## config.mk

```make
export PLATFORM = sky130hd
export DESIGN_NAME = mcu_mailbox_ctrl
export DESIGN_NICKNAME = d
export VERILOG_FILES = /design/src/rtl/mcu_mailbox_ctrl.sv
export SDC_FILE = /design/constraint.sdc
export NUM_CORES = 1
export LEC_CHECK = 0
export CAP_MARGIN = 0
export CORE_UTILIZATION = 48
export CTS_CLUSTER_DIAMETER = 60
export DETAILED_ROUTE_END_ITERATION = 7
export GPL_ROUTABILITY_DRIVEN = 0
export PLACE_DENSITY = 0.76
export SETUP_SLACK_MARGIN = 0.2
export SYNTH_ARGS = -nofsm -noshare
export SYNTH_HDL_FRONTEND = slang
export SYNTH_SLANG_ARGS = --single-unit
```

## constraint.sdc

```tcl
create_clock -name clk -period 2.25 [get_ports clk]
set_input_delay 0.45 -clock clk [delete_from_list [all_inputs] [get_ports clk]]
set_output_delay 0.45 -clock clk [all_outputs]
set_load 0.01 [all_outputs]
```

## src/rtl/mcu_mailbox_ctrl.sv

```systemverilog
// Mailbox handshake controller between the UART byte FIFOs and the MCU
// port-expander nibble registers. Read mode moves one RX byte into a
// holding register and presents it on ports 0/1. Write mode pushes one
// MCU byte to the TX FIFO. Both directions use a two-phase handshake on
// port 3, with a mode-change abort and a timeout abort.
module mcu_mailbox_ctrl #(
  parameter int TIMEOUT_CYC = 800000,
  parameter int CNT_W       = 20
) (
  input  logic       clk,
  input  logic       rst_n,
  input  logic [3:0] p3_ctl,
  input  logic [3:0] p0_wr,
  input  logic [3:0] p1_wr,
  output logic [3:0] p0_rd,
  output logic [3:0] p1_rd,
  output logic [3:0] p2_rd,
  input  logic [7:0] rx_data,
  input  logic       rx_valid,
  output logic       rx_ready,
  output logic [7:0] tx_data,
  output logic       tx_valid,
  input  logic       tx_ready,
  output logic       busy
);

  typedef enum logic [2:0] {
    IDLE,
    RD_PRESENT,
    RD_RELEASE,
    WR_PUSH,
    WR_RELEASE
  } state_t;

  state_t           state, state_nxt;
  logic [3:0]       p3_q, p0_q, p1_q;
  logic [7:0]       hold, hold_nxt;
  logic             hold_valid, hold_valid_nxt;
  logic             dav_n, dav_n_nxt;
  logic             wack_n, wack_n_nxt;
  logic             terr, terr_nxt;
  logic             tx_valid_nxt;
  logic [7:0]       tx_data_nxt;
  logic [CNT_W-1:0] cnt, cnt_nxt;
  logic             pop, to_hit, to_set, abort;

  // Control port sample; idle-high values so nothing starts out of reset.
  always_ff @(posedge clk or negedge rst_n) begin
    if (!rst_n) begin
      p3_q <= 4'hF;
    end else begin
      p3_q <= p3_ctl;
    end
  end

  // Data nibble sample and holding register (data only, no reset needed).
  always_ff @(posedge clk) begin
    p0_q <= p0_wr;
    p1_q <= p1_wr;
    hold <= hold_nxt;
  end

  // Next-state and registered-output decode; events beat aborts, and on
  // the read side a mode change beats read_complete_n.
  always_comb begin
    state_nxt      = state;
    hold_nxt       = hold;
    hold_valid_nxt = hold_valid;
    dav_n_nxt      = dav_n;
    wack_n_nxt     = wack_n;
    tx_valid_nxt   = tx_valid;
    tx_data_nxt    = tx_data;
    pop            = 1'b0;
    to_set         = 1'b0;
    abort          = 1'b0;
    to_hit         = (cnt == CNT_W'(TIMEOUT_CYC - 1));
    case (state)
      IDLE: begin
        if (!p3_q[0]) begin
          if (hold_valid) begin
            dav_n_nxt = 1'b0;
            state_nxt = RD_PRESENT;
          end else if (rx_valid) begin
            pop            = 1'b1;
            hold_nxt       = rx_data;
            hold_valid_nxt = 1'b1;
            dav_n_nxt      = 1'b0;
            state_nxt      = RD_PRESENT;
          end
        end else if (!p3_q[2]) begin
          tx_data_nxt  = {p1_q, p0_q};
          tx_valid_nxt = 1'b1;
          state_nxt    = WR_PUSH;
        end
      end
      RD_PRESENT: begin
        if (p3_q[0]) begin
          abort = 1'b1;
        end else if (!p3_q[1]) begin
          hold_valid_nxt = 1'b0;
          dav_n_nxt      = 1'b1;
          state_nxt      = RD_RELEASE;
        end else if (to_hit) begin
          to_set = 1'b1;
        end
      end
      RD_RELEASE: begin
        if (p3_q[0]) begin
          abort = 1'b1;
        end else if (p3_q[1]) begin
          state_nxt = IDLE;
        end else if (to_hit) begin
          to_set = 1'b1;
        end
      end
      WR_PUSH: begin
        // tx_valid is always high here, so tx_ready alone is the handshake.
        if (tx_ready) begin
          tx_valid_nxt = 1'b0;
          wack_n_nxt   = 1'b0;
          state_nxt    = WR_RELEASE;
        end else if (!p3_q[0]) begin
          abort = 1'b1;
        end else if (to_hit) begin
          to_set = 1'b1;
        end
      end
      WR_RELEASE: begin
        if (!p3_q[0]) begin
          abort = 1'b1;
        end else if (p3_q[2]) begin
          wack_n_nxt = 1'b1;
          state_nxt  = IDLE;
        end else if (to_hit) begin
          to_set = 1'b1;
        end
      end
      default: state_nxt = IDLE;
    endcase
    if (abort || to_set) begin
      state_nxt    = IDLE;
      dav_n_nxt    = 1'b1;
      wack_n_nxt   = 1'b1;
      tx_valid_nxt = 1'b0;
    end
    if (state_nxt != state || state == IDLE) begin
      cnt_nxt = '0;
    end else begin
      cnt_nxt = cnt + 1'b1;
    end
    if (to_set) begin
      terr_nxt = 1'b1;
    end else if (!p3_q[3]) begin
      terr_nxt = 1'b0;
    end else begin
      terr_nxt = terr;
    end
  end

  // State, handshake flags, timeout counter and MCU-visible read nibbles.
  always_ff @(posedge clk or negedge rst_n) begin
    if (!rst_n) begin
      state      <= IDLE;
      hold_valid <= 1'b0;
      dav_n      <= 1'b1;
      wack_n     <= 1'b1;
      terr       <= 1'b0;
      tx_valid   <= 1'b0;
      tx_data    <= 8'h00;
      cnt        <= '0;
      p0_rd      <= 4'h0;
      p1_rd      <= 4'h0;
    end else begin
      state      <= state_nxt;
      hold_valid <= hold_valid_nxt;
      dav_n      <= dav_n_nxt;
      wack_n     <= wack_n_nxt;
      terr       <= terr_nxt;
      tx_valid   <= tx_valid_nxt;
      tx_data    <= tx_data_nxt;
      cnt        <= cnt_nxt;
      // Track the next hold value so the nibbles are valid in the same
      // cycle data_avail_n first reads low.
      if (hold_valid_nxt) begin
        p0_rd <= hold_nxt[3:0];
        p1_rd <= hold_nxt[7:4];
      end
    end
  end

  assign rx_ready = pop;
  assign p2_rd    = {wack_n, terr, p3_q[0], dav_n};
  assign busy     = (state != IDLE);

endmodule

```

==> results.json, run 1 <==
{
  "cp_max_fo": 20,
  "dr_total_vias": 2090,
  "worst_slew_pin_slew_ns": 0.596,
  "cp_common_cell": "a211o_1",
  "yosysSeqAreaShare_pct": 52.7,
  "power_frac_seq_pct": 35.0,
  "synth_nets": 283,
  "setup-violations-final": 0,
  "grt_antenna_before_repair": 0,
  "clockPowerShare_pct": 22.6,
  "synthTopCellsByCount": "dfrtp_1, nand2_1, nor3_2",
  "cts_root_buffer": "clkbuf_8",
  "p_per_area_nw_per_um2": 1160,
  "num-fill-cells": 439,
  "maxCapViolCount": 0,
  "ant_nets": 0,
  "synth_ff_type": "dfrtp_1",
  "grt_pass1_vias": 2246,
  "path_cells": "buf_4, xor2_1, a211o_1, a211o_1, or3_1, o211ai_2, buf_12, nor3_4",
  "syn_area_sq_um": 2900,
  "outcome": "completed",
  "die_y_um": 79.8,
  "ys_types": 46,
  "async_reset_ff_share_pct": 75.0,
  "synth_seq_cells": 64,
  "wl_mm": 5.99,
  "setup_tns_ns": 0,
  "critPathKind": "flop to flop",
  "synth_area_leaders": "dfrtp_1, dfxtp_1, nor3_2",
  "finalMaxSlewViolations": 0,
  "grtUsageMet3_pct": 6.86,
  "p_comb_share_pct": 42.4,
  "grt_pass1_wl_mm": 10.4,
  "ir_worst_vdd_mv": 0.675,
  "drc": 0,
  "nets": 353,
  "area_growth_pct": 31.8,
  "cts_tree": "done",
  "yosysWarnings": 0,
  "use_met1_pct": 25.0,
  "insertion_delay_ns": 0.35,
  "register_area_sq_um": 1530,
  "hold_buffers": 0,
  "initial_utilization_pct": 51.1,
  "relSlewSlack_pct": 60.2,
  "grt.busiest_layer": "met2",
  "diodes": 0,
  "path_clk_slew_ns": 0.08,
  "clock_skew_ns": 0.00972,
  "synth_edf_count": 0,
  "grt_usage_pct": 22.0,
  "synth.avg_cell_area_sq_um": 11.2,
  "crit_slowest_cell": "dfrtp_2",
  "synth_area_leader_cell": "dfrtp_1",
  "grt_max_degree": 49,
  "grt_util_met2_pct": 37.9,
  "hp-class": "input port to async pin",
  "rsz0062_at_grt": "true",
  "crit_family": "compound AO/OA/AOI/OAI gates",
  "switching_share_pct": 35.6,
  "die_w_um": 79.8,
  "timing.hold.ws_ns": 0.178,
  "die-area_sq_um": 6360,
  "yosysMostFrequentCell": "dfrtp_1",
  "final_hold_viol_count": 0,
  "critPathArrivalTime_ns": 2.46,
  "syn_inst": 258,
  "p_sw_w": 0.00158,
  "crit_buf_inv": 2,
  "worst_setup_path_end_kind": "flop",
  "rows": 27,
  "cts_sinks": 64,
  "fmax_ghz": 0.449,
  "grt-ovfl-total": 0,
  "ios": 47,
  "period_needed_ns": 2.23,
  "portBuffers": 46,
  "start_kind": "flop",
  "slowest_delay_ns": 0.41,
  "h-tree-depth": 3,
  "multiInputGateArea_sq_um": 1280,
  "clockBufferDepth": 2,
  "core_area_sq_um": 5680,
  "firstDrtPassIters": 4,
  "drive_above_1_share_pct": 31.5,
  "first_iter_violations": 57,
  "numCtsBuffers": 9,
  "p_leak_nw": 1.60,
  "wl_per_cell_um": 14.8,
  "dp_hpwl_mm": 4.14,
  "power.internal_w": 0.00286,
  "cp.required_ns": 2.48,
  "routed_via_density": 5.16,
  "timing.final.crit_share_pct": 99.0,
  "yosys.area.top_type_share_pct": 36.2
}
## placed cells by master, fill, tap and decap left out, types with 9 or more instances in the layout
cell	instances
nor3_2	16
dfxtp_1	16
nor2_1	16
buf_4	19
mux2_2	16
clkdlybuf4s50_1	43
clkbuf_8	9
dfrtp_1	40
nand2_1	36
xnor2_1	12
## metrics by stage
step                      util, %  worst slack (ns)  total power [W]  area [sq um]  std cells
final                        67.4            0.0214          0.00445          3820        405
after global routing         67.4           -0.0844          0.00471          3820        405
after CTS                    66.4            0.0125          0.00442          3770        402
after detailed placement     62.0            -0.279          0.00333          3520        384
after global placement       62.0            -0.241          0.00327          3520        384
after floorplan                 -             0.205          0.00268          2900        258
## repair_timing
item                                    CTS  global route
resized for setup                        10            13
buffers inserted                          2             3
endpoints found under the setup margin   22            22
pin swaps                                 3             2
## worst paths after layout
kind	startpoint	endpoint	slack, ns	cells past startpoint
max in group asynchronous	rst_n	state[1]	1.62	2
setup / recovery	state[0]	cnt[4]	0.02	8
min in group clk	hold[3]	hold[3]	0.45	2
hold reg to reg	hold[3]	hold[3]	0.45	2
setup reg to reg	state[0]	cnt[4]	0.02	8
hold / removal	rst_n	p1_rd[0]	0.18	2
## layout make-up
type,instances,area share (%)
inverter,7,0.687
timing repair buffer,72,18.1
tap,72,2.36
sequential,64,40.1
clock inverter,7,2.09
clock buffer,9,3.24
multi-input combinational,174,33.5
## state kept, by name (all words and copies together), names as in the netlist
signal and flops:
p1_q 4, p0_q 4, hold_valid 1, p0_rd 4, state 3, tx_valid 1
cnt 20, wack_n 1, tx_data 8, terr 1, p1_rd 4, dav_n 1
p3_q 4, hold 8
## power by group through the flow
stage          clock network, W  registers (W)  logic [W]
2_1_floorplan                 0        0.00161    0.00107
3_3_place_gp                  0        0.00159    0.00168
3_5_place_dp                  0        0.00160    0.00173
4_1_cts                 0.00102        0.00156    0.00183
5_1_grt                 0.00109        0.00159    0.00204
6_report                0.00100        0.00156    0.00189
## routing by layer
layer | vias up | share of wire [%]
met4 | 0 | 2.5
met2 | 43 | 50
met3 | 18 | 4.0
li1 | 1023 | -
met1 | 1006 | 43
met5 | - | 0
## kinds of logic after synthesis
logic type | share of synthesized area [%]
AOI/OAI and AO/OA | 6.08
xor gates and xnor gates | 6.04
adders and majority gates | 0.431
buffers and inverters | 4.70
DFF | 52.7
muxes | 6.68
and+or+nand+nor | 23.4
Note: power is estimated with default switching activity, not from simulation.
==> run 2: changes to the inputs <==
SLEW_MARGIN = 5   (was not set)
TNS_END_PERCENT = 20   (was not set)
==> run 2 against run 1 <==
First-iteration DRC count grew 7.0%. Count of clock-buffer cells in the layout is the same. Flip-flop and latch count is the same. Clock skew shrank 0.00055 ns. Via count shrank 0.72%. Combinational power shrank 3%. Cell count shrank 0.74%.
==> results.json, run 2 (synthesized netlist as in run 1, its figures left out) <==
{
  "worst_slack_ns": 0.0104,
  "setup_tns_ns": 0,
  "highest_layer": "met4",
  "largest_reg_flops": 20,
  "dr_total_vias": 2075,
  "setup-violations-final": 0,
  "routed-wl-met2_mm": 3.01,
  "diodes": 0,
  "grt_usage_pct": 22.0,
  "relSlewSlack_pct": 60.3,
  "portBuffers": 46,
  "ant_nets": 0,
  "clock_skew_ns": 0.00918,
  "initial_utilization_pct": 51.1,
  "hp-class": "input port to async pin",
  "p_comb_share_pct": 41.6,
  "grt_max_degree": 49,
  "switching_share_pct": 35.7,
  "setup.worst_path.start": "state[0]",
  "die_w_um": 79.8,
  "cts_root_buffer": "clkbuf_8",
  "area_growth_pct": 30.3,
  "timing.final.crit_share_pct": 99.5,
  "cts_sinks": 64,
  "critPathKind": "flop to flop",
  "core_area_sq_um": 5680,
  "power.internal_w": 0.00282,
  "r2r_slack_ns": 0.01,
  "cp_max_fo": 20,
  "timing.hold.ws_ns": 0.177,
  "fmax_ghz": 0.447,
  "crit_slowest_cell": "dfrtp_2",
  "p_sw_w": 0.00157,
  "reg_top3": "cnt (20), hold (8), tx_data (8)",
  "numCtsBuffers": 9,
  "final_hold_viol_count": 0,
  "crit_family": "compound AO/OA/AOI/OAI gates",
  "path_clk_slew_ns": 0.08,
  "dp_hpwl_mm": 4.14,
  "drc": 0,
  "grt_antenna_before_repair": 0,
  "die_y_um": 79.8,
  "firstDrtPassIters": 4,
  "place_ws_ns": -0.279,
  "hold_buffers": 0,
  "ios": 47,
  "path_cells": "buf_4, xor2_1, a211o_1, a211o_1, or3_1, o211ai_2, buf_12, nor3_4",
  "grt_pass1_vias": 2251,
  "drive_above_1_share_pct": 30.6,
  "rsz0062_at_grt": "true",
  "crit_buf_inv": 2,
  "worst_slew_pin_slew_ns": 0.595,
  "p_per_area_nw_per_um2": 1160,
  "insertion_delay_ns": 0.35,
  "wl_per_cell_um": 14.8,
  "h-tree-depth": 3,
  "regToRegStartpoint": "state[0]",
  "grt_pass1_wl_mm": 10.4,
  "outcome": "completed",
  "cts_tree": "done",
  "slowest_delay_ns": 0.43,
  "met1_length_mm": 2.57,
  "rows": 27,
  "worst_setup_path_end_kind": "flop",
  "clockBufferDepth": 2,
  "nets": 350,
  "regMostFlops": "cnt",
  "cp_common_cell": "a211o_1",
  "power_frac_seq_pct": 35.5,
  "clockPowerShare_pct": 22.9,
  "mostFrequentLayoutCells": "clkdlybuf4s50_1, dfrtp_1, nand2_1",
  "start_kind": "flop",
  "critPathArrivalTime_ns": 2.47,
  "period_needed_ns": 2.24,
  "routed_via_density": 5.16,
  "die-area_sq_um": 6360,
  "final_common_cell": "clkdlybuf4s50_1",
  "first_iter_violations": 61,
  "finalMaxSlewViolations": 0,
  "r2r_end": "cnt[4]",
  "cp.required_ns": 2.48,
  "ir_worst_vdd_mv": 0.675,
  "grt-ovfl-total": 0,
  "wl_mm": 5.95,
  "routed-wl-met3_um": 237,
  "maxCapViolCount": 0,
  "reg2regPathDepth": 8,
  "p_leak_nw": 1.58
}
-- run 2: area by class of cell --
class | count | area [sq um]
flip-flops and latches | 64 | 1530
well taps | 72 | 90.1
multi-input cells | 174 | 1270
fillers | 443 | 1900
clock buffers | 9 | 124
repair buffers | 69 | 654
inverters | 7 | 26.3
clock inverters | 7 | 80.1
-- run 2: per-layer routing --
layer / up-vias / track usage, %
met3: 18 / 6.86
li1: 1014 / -
met1: 993 / 25.0
met4: 0 / 9.82
met2: 50 / 37.9
met5: - / 0
-- run 2: worst max-delay path by stage --
stage | to | slack [ns] | cells past startpoint
2_1_floorplan | cnt[18] | 0.21 | 8
3_3_place_gp | cnt[12] | -0.24 | 8
3_5_place_dp | cnt[12] | -0.28 | 8
4_1_cts | cnt[6] | 0.01 | 8
5_1_grt | cnt[7] | -0.10 | 8
6_report | cnt[4] | 0.01 | 8
-- run 2: power by group through the flow --
stage	clock, W	sequential (W)	combinational (W)
global route	0.00109	0.00159	0.00198
floorplan	0	0.00161	0.00107
detailed placement	0	0.00160	0.00173
CTS	0.00102	0.00156	0.00183
finish	0.00101	0.00156	0.00183
global placement	0	0.00159	0.00168
-- run 2: per-stage QoR --
step                      cell area (sq um)  power (W)  std cells  util [%]
after global routing                   3780    0.00466        402      66.6
final                                  3780    0.00439        402      66.6
after detailed placement               3520    0.00333        384      62.0
after CTS                              3770    0.00442        402      66.4
after global placement                 3520    0.00327        384      62.0
after floorplan                        2900    0.00268        258         -
-- run 2: repair_timing --
action                                  CTS  global route
setup buffers                             2             0
resized for setup                        10             5
pin swaps                                 3             2
endpoints found under the setup margin   22            22
endpoints found under the hold margin     0             0
==> run 3: changes to the inputs <==
CORE_ASPECT_RATIO = 1.4   (was not set)
==> run 3 against run 2 <==
Fmax grew 0.21%. Non-clock buffer count increased by 9. Register-to-register slack about the same. Global-route usage is 0.85 points lower. Count of clock-buffer cells in the layout unchanged. Critical path type unchanged. Final area increased by 4.2%. Flip-flop and latch count unchanged. Critical path depth unchanged. Clock power grew 11%. Utilization grew 0.58 points. First-iteration DRC count shrank 20%. Cell count is 1.7% higher. Critical endpoint is now cnt[3].
==> results.json, run 3 (synthesized netlist as in run 1, its figures left out) <==
{
  "layout.cells.non_filler": 409,
  "grt_max_degree": 26,
  "finalMaxSlewViolations": 0,
  "worst_slew_pin_slew_ns": 0.587,
  "reg_top3": "cnt (20), hold (8), tx_data (8)",
  "mostFrequentLayoutCells": "clkdlybuf4s50_1, dfrtp_1, nand2_1",
  "cts_root_buffer": "clkbuf_8",
  "relSlewSlack_pct": 60.9,
  "hold_buffers": 0,
  "slowest_delay_ns": 0.43,
  "maxCapViolCount": 0,
  "r2r_end": "cnt[3]",
  "period_needed_ns": 2.23,
  "worst_setup_path_end_kind": "flop",
  "die_y_um": 94.0,
  "num-fill-cells": 434,
  "die-area_sq_um": 6360,
  "dp_hpwl_mm": 4.00,
  "nets": 359,
  "fmax_ghz": 0.447,
  "h-tree-depth": 3,
  "wl_mm": 6.48,
  "clockPowerShare_pct": 23.4,
  "r2r_slack_ns": 0.02,
  "drive_above_1_share_pct": 33.3,
  "regMostFlops": "cnt",
  "multiInputGateArea_sq_um": 1310,
  "die_w_um": 67.7,
  "cts_sinks": 64,
  "clockBufferDepth": 2,
  "p_leak_nw": 1.66,
  "ant_nets": 0,
  "grt_antenna_before_repair": 0,
  "diodes": 0,
  "reg2regPathDepth": 8,
  "cts_tree": "done",
  "path_cells": "buf_6, xor2_1, a211o_1, a211o_1, or3_4, o211ai_4, clkbuf_16, nor3_2",
  "routed_via_density": 5.30,
  "setup.worst_path.end": "cnt[3]",
  "crit_buf_inv": 2,
  "outcome": "completed",
  "crit_family": "compound AO/OA/AOI/OAI gates",
  "rsz0062_at_grt": "true",
  "cp_common_cell": "a211o_1",
  "grt-ovfl-total": 0,
  "setup.worst_path.start": "state[1]",
  "ir_worst_vdd_mv": 0.818,
  "cp.required_ns": 2.48,
  "ios": 47,
  "hp-class": "input port to async pin",
  "area_growth_pct": 35.7,
  "p_per_area_nw_per_um2": 1220,
  "power.total_w": 0.00481,
  "largest_reg_flops": 20,
  "setup_tns_ns": 0,
  "insertion_delay_ns": 0.34,
  "clock_skew_ns": 0.00991,
  "critPathKind": "flop to flop",
  "p_sw_w": 0.00167,
  "portBuffers": 46,
  "grt_pass1_wl_mm": 9.83,
  "firstDrtPassIters": 4,
  "grt_usage_pct": 21.2,
  "core_area_sq_um": 5860,
  "final_common_cell": "clkdlybuf4s50_1",
  "initial_utilization_pct": 49.5,
  "power_frac_seq_pct": 32.6,
  "placed_area_sq_um": 3540,
  "drc": 0,
  "crit_slowest_cell": "dfrtp_2",
  "start_kind": "flop",
  "final_util_pct": 67.2,
  "path_depth": 8,
  "place_inst": 385,
  "setup-violations-final": 0,
  "path_clk_slew_ns": 0.08,
  "switching_share_pct": 34.6,
  "register_area_sq_um": 1530,
  "rows": 33,
  "timing.final.crit_share_pct": 99.3,
  "p_comb_share_pct": 44.0,
  "cp_max_fo": 12,
  "power.internal_w": 0.00314,
  "numCtsBuffers": 9,
  "critPathArrivalTime_ns": 2.47,
  "wl_per_cell_um": 15.8,
  "dr_total_vias": 2166,
  "postLayoutCellArea_sq_um": 3940,
  "grt_pass1_vias": 2154,
  "first_iter_violations": 49,
  "final_hold_viol_count": 0,
  "regToRegStartpoint": "state[1]"
}
==> run 3: cell types whose count changed in the layout (fill, tap and decap cells not counted), moves of 2 or more <==
cell,previous run,this run
buf_4,19,26
clkbuf_16,0,2
clkinvlp_4,2,0
nand3_2,2,0
nor3_2,16,20
nor3_4,3,0
o21ai_2,1,3
==> run 3: stage by stage <==
step,hold WS (ns),worst slack (ns)
after global routing,0.144,-0.0601
after floorplan,0.154,0.205
after CTS,0.109,0.0720
final,0.105,0.0151
after detailed placement,0.433,-0.359
after global placement,0.425,-0.334
==> run 3: worst min path at each step <==
stage          depth (start not counted)     from    endpoint
5_1_grt                                1    rst_n    p1_rd[1]
2_1_floorplan                          0    rst_n      cnt[0]
4_1_cts                                1    rst_n     cnt[18]
3_3_place_gp                           2  hold[4]     hold[4]
6_report                               1    rst_n  hold_valid
3_5_place_dp                           2  hold[0]     hold[0]
==> run 3: cell type report <==
class                   instances  share of cell area [%]
repair buffers                 78                    19.3
inverters                       7                   0.667
well taps                      70                    2.22
flip-flops and latches         64                    38.9
clock inverters                 7                    2.54
clock buffers                   9                    3.14
multi-input cells             174                    33.2
==> run 3: layer usage <==
layer / GRT usage (%) / vias to the layer above / wire length [um] / part of all wire (%)
met4: 9.75 / 0 / 138 / 2.1
met2: 35.1 / 48 / 3410 / 53
met3: 6.55 / 13 / 288 / 4.4
li1: - / 1042 / - / -
met5: 0 / - / 0 / 0
met1: 24.2 / 1063 / 2640 / 41
==> run 3: what timing repair did <==
item                                    in CTS  in global routing
pin swaps                                    2                  4
cloned                                       0                  2
buffers inserted                             4                  2
gates resized for setup                      8                 13
endpoints found under the setup margin      22                 22
==> run 3: power groups by stage <==
stage | clock network, W | logic (W) | registers, W
floorplan | 0 | 0.00107 | 0.00161
global placement | 0 | 0.00169 | 0.00161
detailed placement | 0 | 0.00173 | 0.00161
CTS | 0.00114 | 0.00181 | 0.00156
global route | 0.00119 | 0.00225 | 0.00159
finish | 0.00112 | 0.00212 | 0.00157
==> run 3: worst register-to-register path: stages (launching register included) <==
cell and delay (ns):
dfrtp_2 0.43, buf_6 0.15, xor2_1 0.18, a211o_1 0.31
a211o_1 0.28, or3_4 0.36, o211ai_4 0.15, clkbuf_16 0.23
nor3_2 0.05
==> patch: new RTL, config.mk and constraints of run 2 <==
The 5 states of `state_t` get a one-hot encoding in 5 bits.
--- a/src/rtl/mcu_mailbox_ctrl.sv
+++ b/src/rtl/mcu_mailbox_ctrl.sv
@@ -24,12 +24,12 @@
   output logic       busy
 );
 
-  typedef enum logic [2:0] {
-    IDLE,
-    RD_PRESENT,
-    RD_RELEASE,
-    WR_PUSH,
-    WR_RELEASE
+  typedef enum logic [4:0] {
+    IDLE       = 5'b00001,
+    RD_PRESENT = 5'b00010,
+    RD_RELEASE = 5'b00100,
+    WR_PUSH    = 5'b01000,
+    WR_RELEASE = 5'b10000
   } state_t;
 
   state_t           state, state_nxt;
Function: no difference found for any inputs over 10 cycles, from zero or initial values and one cycle with rst_n low; not proved beyond that.
==> patch against run 2 <==
The run now ends with negative setup slack left. Sequential cell count rose by 2. Count of clock-buffer cells in the layout rose by 1. Combinational power rose by 30%. Sequential share of layout area fell by 3.8 points. Synthesized area rose by 2.5%. Cell area rose by 14%. Power rose by 12%. Utilization rose by 5.8 points. Routed wire length rose by 24%. Worst setup slack got worse by 0.19 ns. Non-clock buffer count rose by 32. Largest cell class unchanged. Largest power group unchanged. Highest routed layer unchanged.
==> patch: results (changes against run 2) <==
| Metric | Value |
|---|---|
| Status | `finished, violations left` |
| Synth Area in Compound Gates | `7.06% (+0.98 points)` |
| Cell variety after synth | `50 (+8.7%)` |
| Drt first-iter violations | `102 (+67%)` |
| DPL Wire Length | `4730 um (+14%)` |
| All-layer global routing usage | `23.7% (+1.7 points)` |
| Fin worst setup slack | `-0.182 ns (-0.192 ns)` |
| Slew @ Worst Pin | `0.585 ns (-0.0104 ns)` |
| Skew final | `0.0119 ns (+0.00269 ns)` |
| Vias per cell | `5.45 (+5.6%)` |
| Worst slack, placed | `-0.418 ns (-0.140 ns)` |
| Main area contributors after synthesis | `dfrtp_1 (36%), dfxtp_1 (11%), mux2_2 (9.1%), dfstp_2 (6.2%), nor2_1 (3.9%)` |
| Crit path largest cell delay | `0.45 ns (+0.02 ns)` |
| Post-synthesis sequential area ratio | `53.1% (+0.42 points)` |
| Leakage power | `1.82 nW (+15%)` |
| Cells on worst reg2reg path | `10 (+2)` |
| Failing checks | `negative setup slack` |
| Critical Path AT | `2.66 ns (+0.19 ns)` |
| Drt wl/cell | `16.2 um (+9.5%)` |
| Pin count of the biggest net entering global routing | `27 (-45%)` |
| Post-synth ARST share | `75.8% (+0.76 points)` |
| Final setup violation count | `25 (+25)` |
| Multiplexer share of the synthesized area | `9.08% (+2.4 points)` |
| Worst-case vdd ir drop | `0.000782 V (+16%)` |
| Synth cell count leaders | `dfrtp_1 (43), nor2_1 (31), mux2_2 (24)` |
| Vias in the first global route | `2489 (+11%)` |
| Max FO, Critical Path | `11 (-45%)` |
| Synth Area in Adders | `0.421% (-0.011 points)` |
| Critical path's slowest cell | `dfrtp_2` |
| Nets | `400 (+14%)` |
| First-pass GRT wire length | `11500 um (+11%)` |
| Synthesized net count | `300 (+6.0%)` |
| Layout cells sized above 1 | `38.4% (+7.8 points)` |
patch: timing repair:
item / in CTS / in global routing
hold buffers: 0 / 0
setup endpoints to repair: 38 / 38
cloned: 0 / 0
gates resized for setup: 31 / 17
pin swaps: 12 / 8
setup buffers: 8 / 4
patch: through the flow:
stage / instances / hold WS [ns] / cell area, sq um / TNS [ns]
after floorplan: 275 / 0.154 / 3060 / -0.322
after global placement: 427 / 0.441 / 3870 / -6.28
after detailed placement: 427 / 0.447 / 3870 / -8.30
after CTS: 451 / 0.0990 / 4190 / -1.99
after global routing: 455 / 0.131 / 4310 / -5.44
final: 455 / 0.0993 / 4310 / -3.41
patch: final timing paths:
path | slack [ns] | startpoint | end
worst max-delay path | -0.18 | state[1]$_DFF_PN0_ | cnt[4]$_DFF_PN0_
worst min-delay path | 0.1 | rst_n | cnt[11]$_DFF_PN0_
worst max register to register | -0.18 | state[1]$_DFF_PN0_ | cnt[4]$_DFF_PN0_
worst min register to register | 0.46 | p1_q[1]$_DFF_P_ | tx_data[5]$_DFFE_PN0P_
max in group asynchronous | 1.44 | rst_n | p3_q[3]$_DFF_PN1_
min in group clk | 0.46 | p1_q[1]$_DFF_P_ | tx_data[5]$_DFFE_PN0P_
patch: worst max-delay path, delay by kind of cell, from the launching register on:
family | cells | cell delay (ns)
and+or+nand+nor | 4 | 0.86
DFF | 1 | 0.45
AOI/OAI and AO/OA | 3 | 0.50
buffers and inverters | 3 | 0.51
patch: final cells by class:
| class | instances | area, sq um | area share (%) |
|---|---|---|---|
| clock buffer | 10 | 138 | 3.19 |
| clock inverter | 6 | 42.5 | 0.987 |
| inverter | 7 | 28.8 | 0.668 |
| multi-input combinational | 190 | 1500 | 34.7 |
| sequential | 66 | 1580 | 36.8 |
| tap | 75 | 93.8 | 2.18 |
| timing repair buffer | 101 | 927 | 21.5 |
patch: logic make-up (layout without fill, tap and decap cells):
family	count (synthesis)	after routing
AOI/OAI and AO/OA	28	28
xor gates and xnor gates	20	20
adders and majority gates	1	1
buffers and inverters	19	124
DFF	66	66
muxes	24	24
and+or+nand+nor	117	117
patch: per-layer routing:
metal | track usage [%] | up-vias | share of wire, %
met5 | 0 | - | 0
met4 | 8.93 | 0 | 2.6
met3 | 6.74 | 22 | 5.5
met2 | 39.7 | 102 | 51
met1 | 29.1 | 1204 | 41
li1 | - | 1151 | -
patch: report_power, final:
group,internal (W),switching (W),leakage [nW]
registers,0.00147,0.000175,0.771
clock network,0.000428,0.000449,0.0882
logic,0.00131,0.00107,0.958
total,0.00321,0.00169,1.82
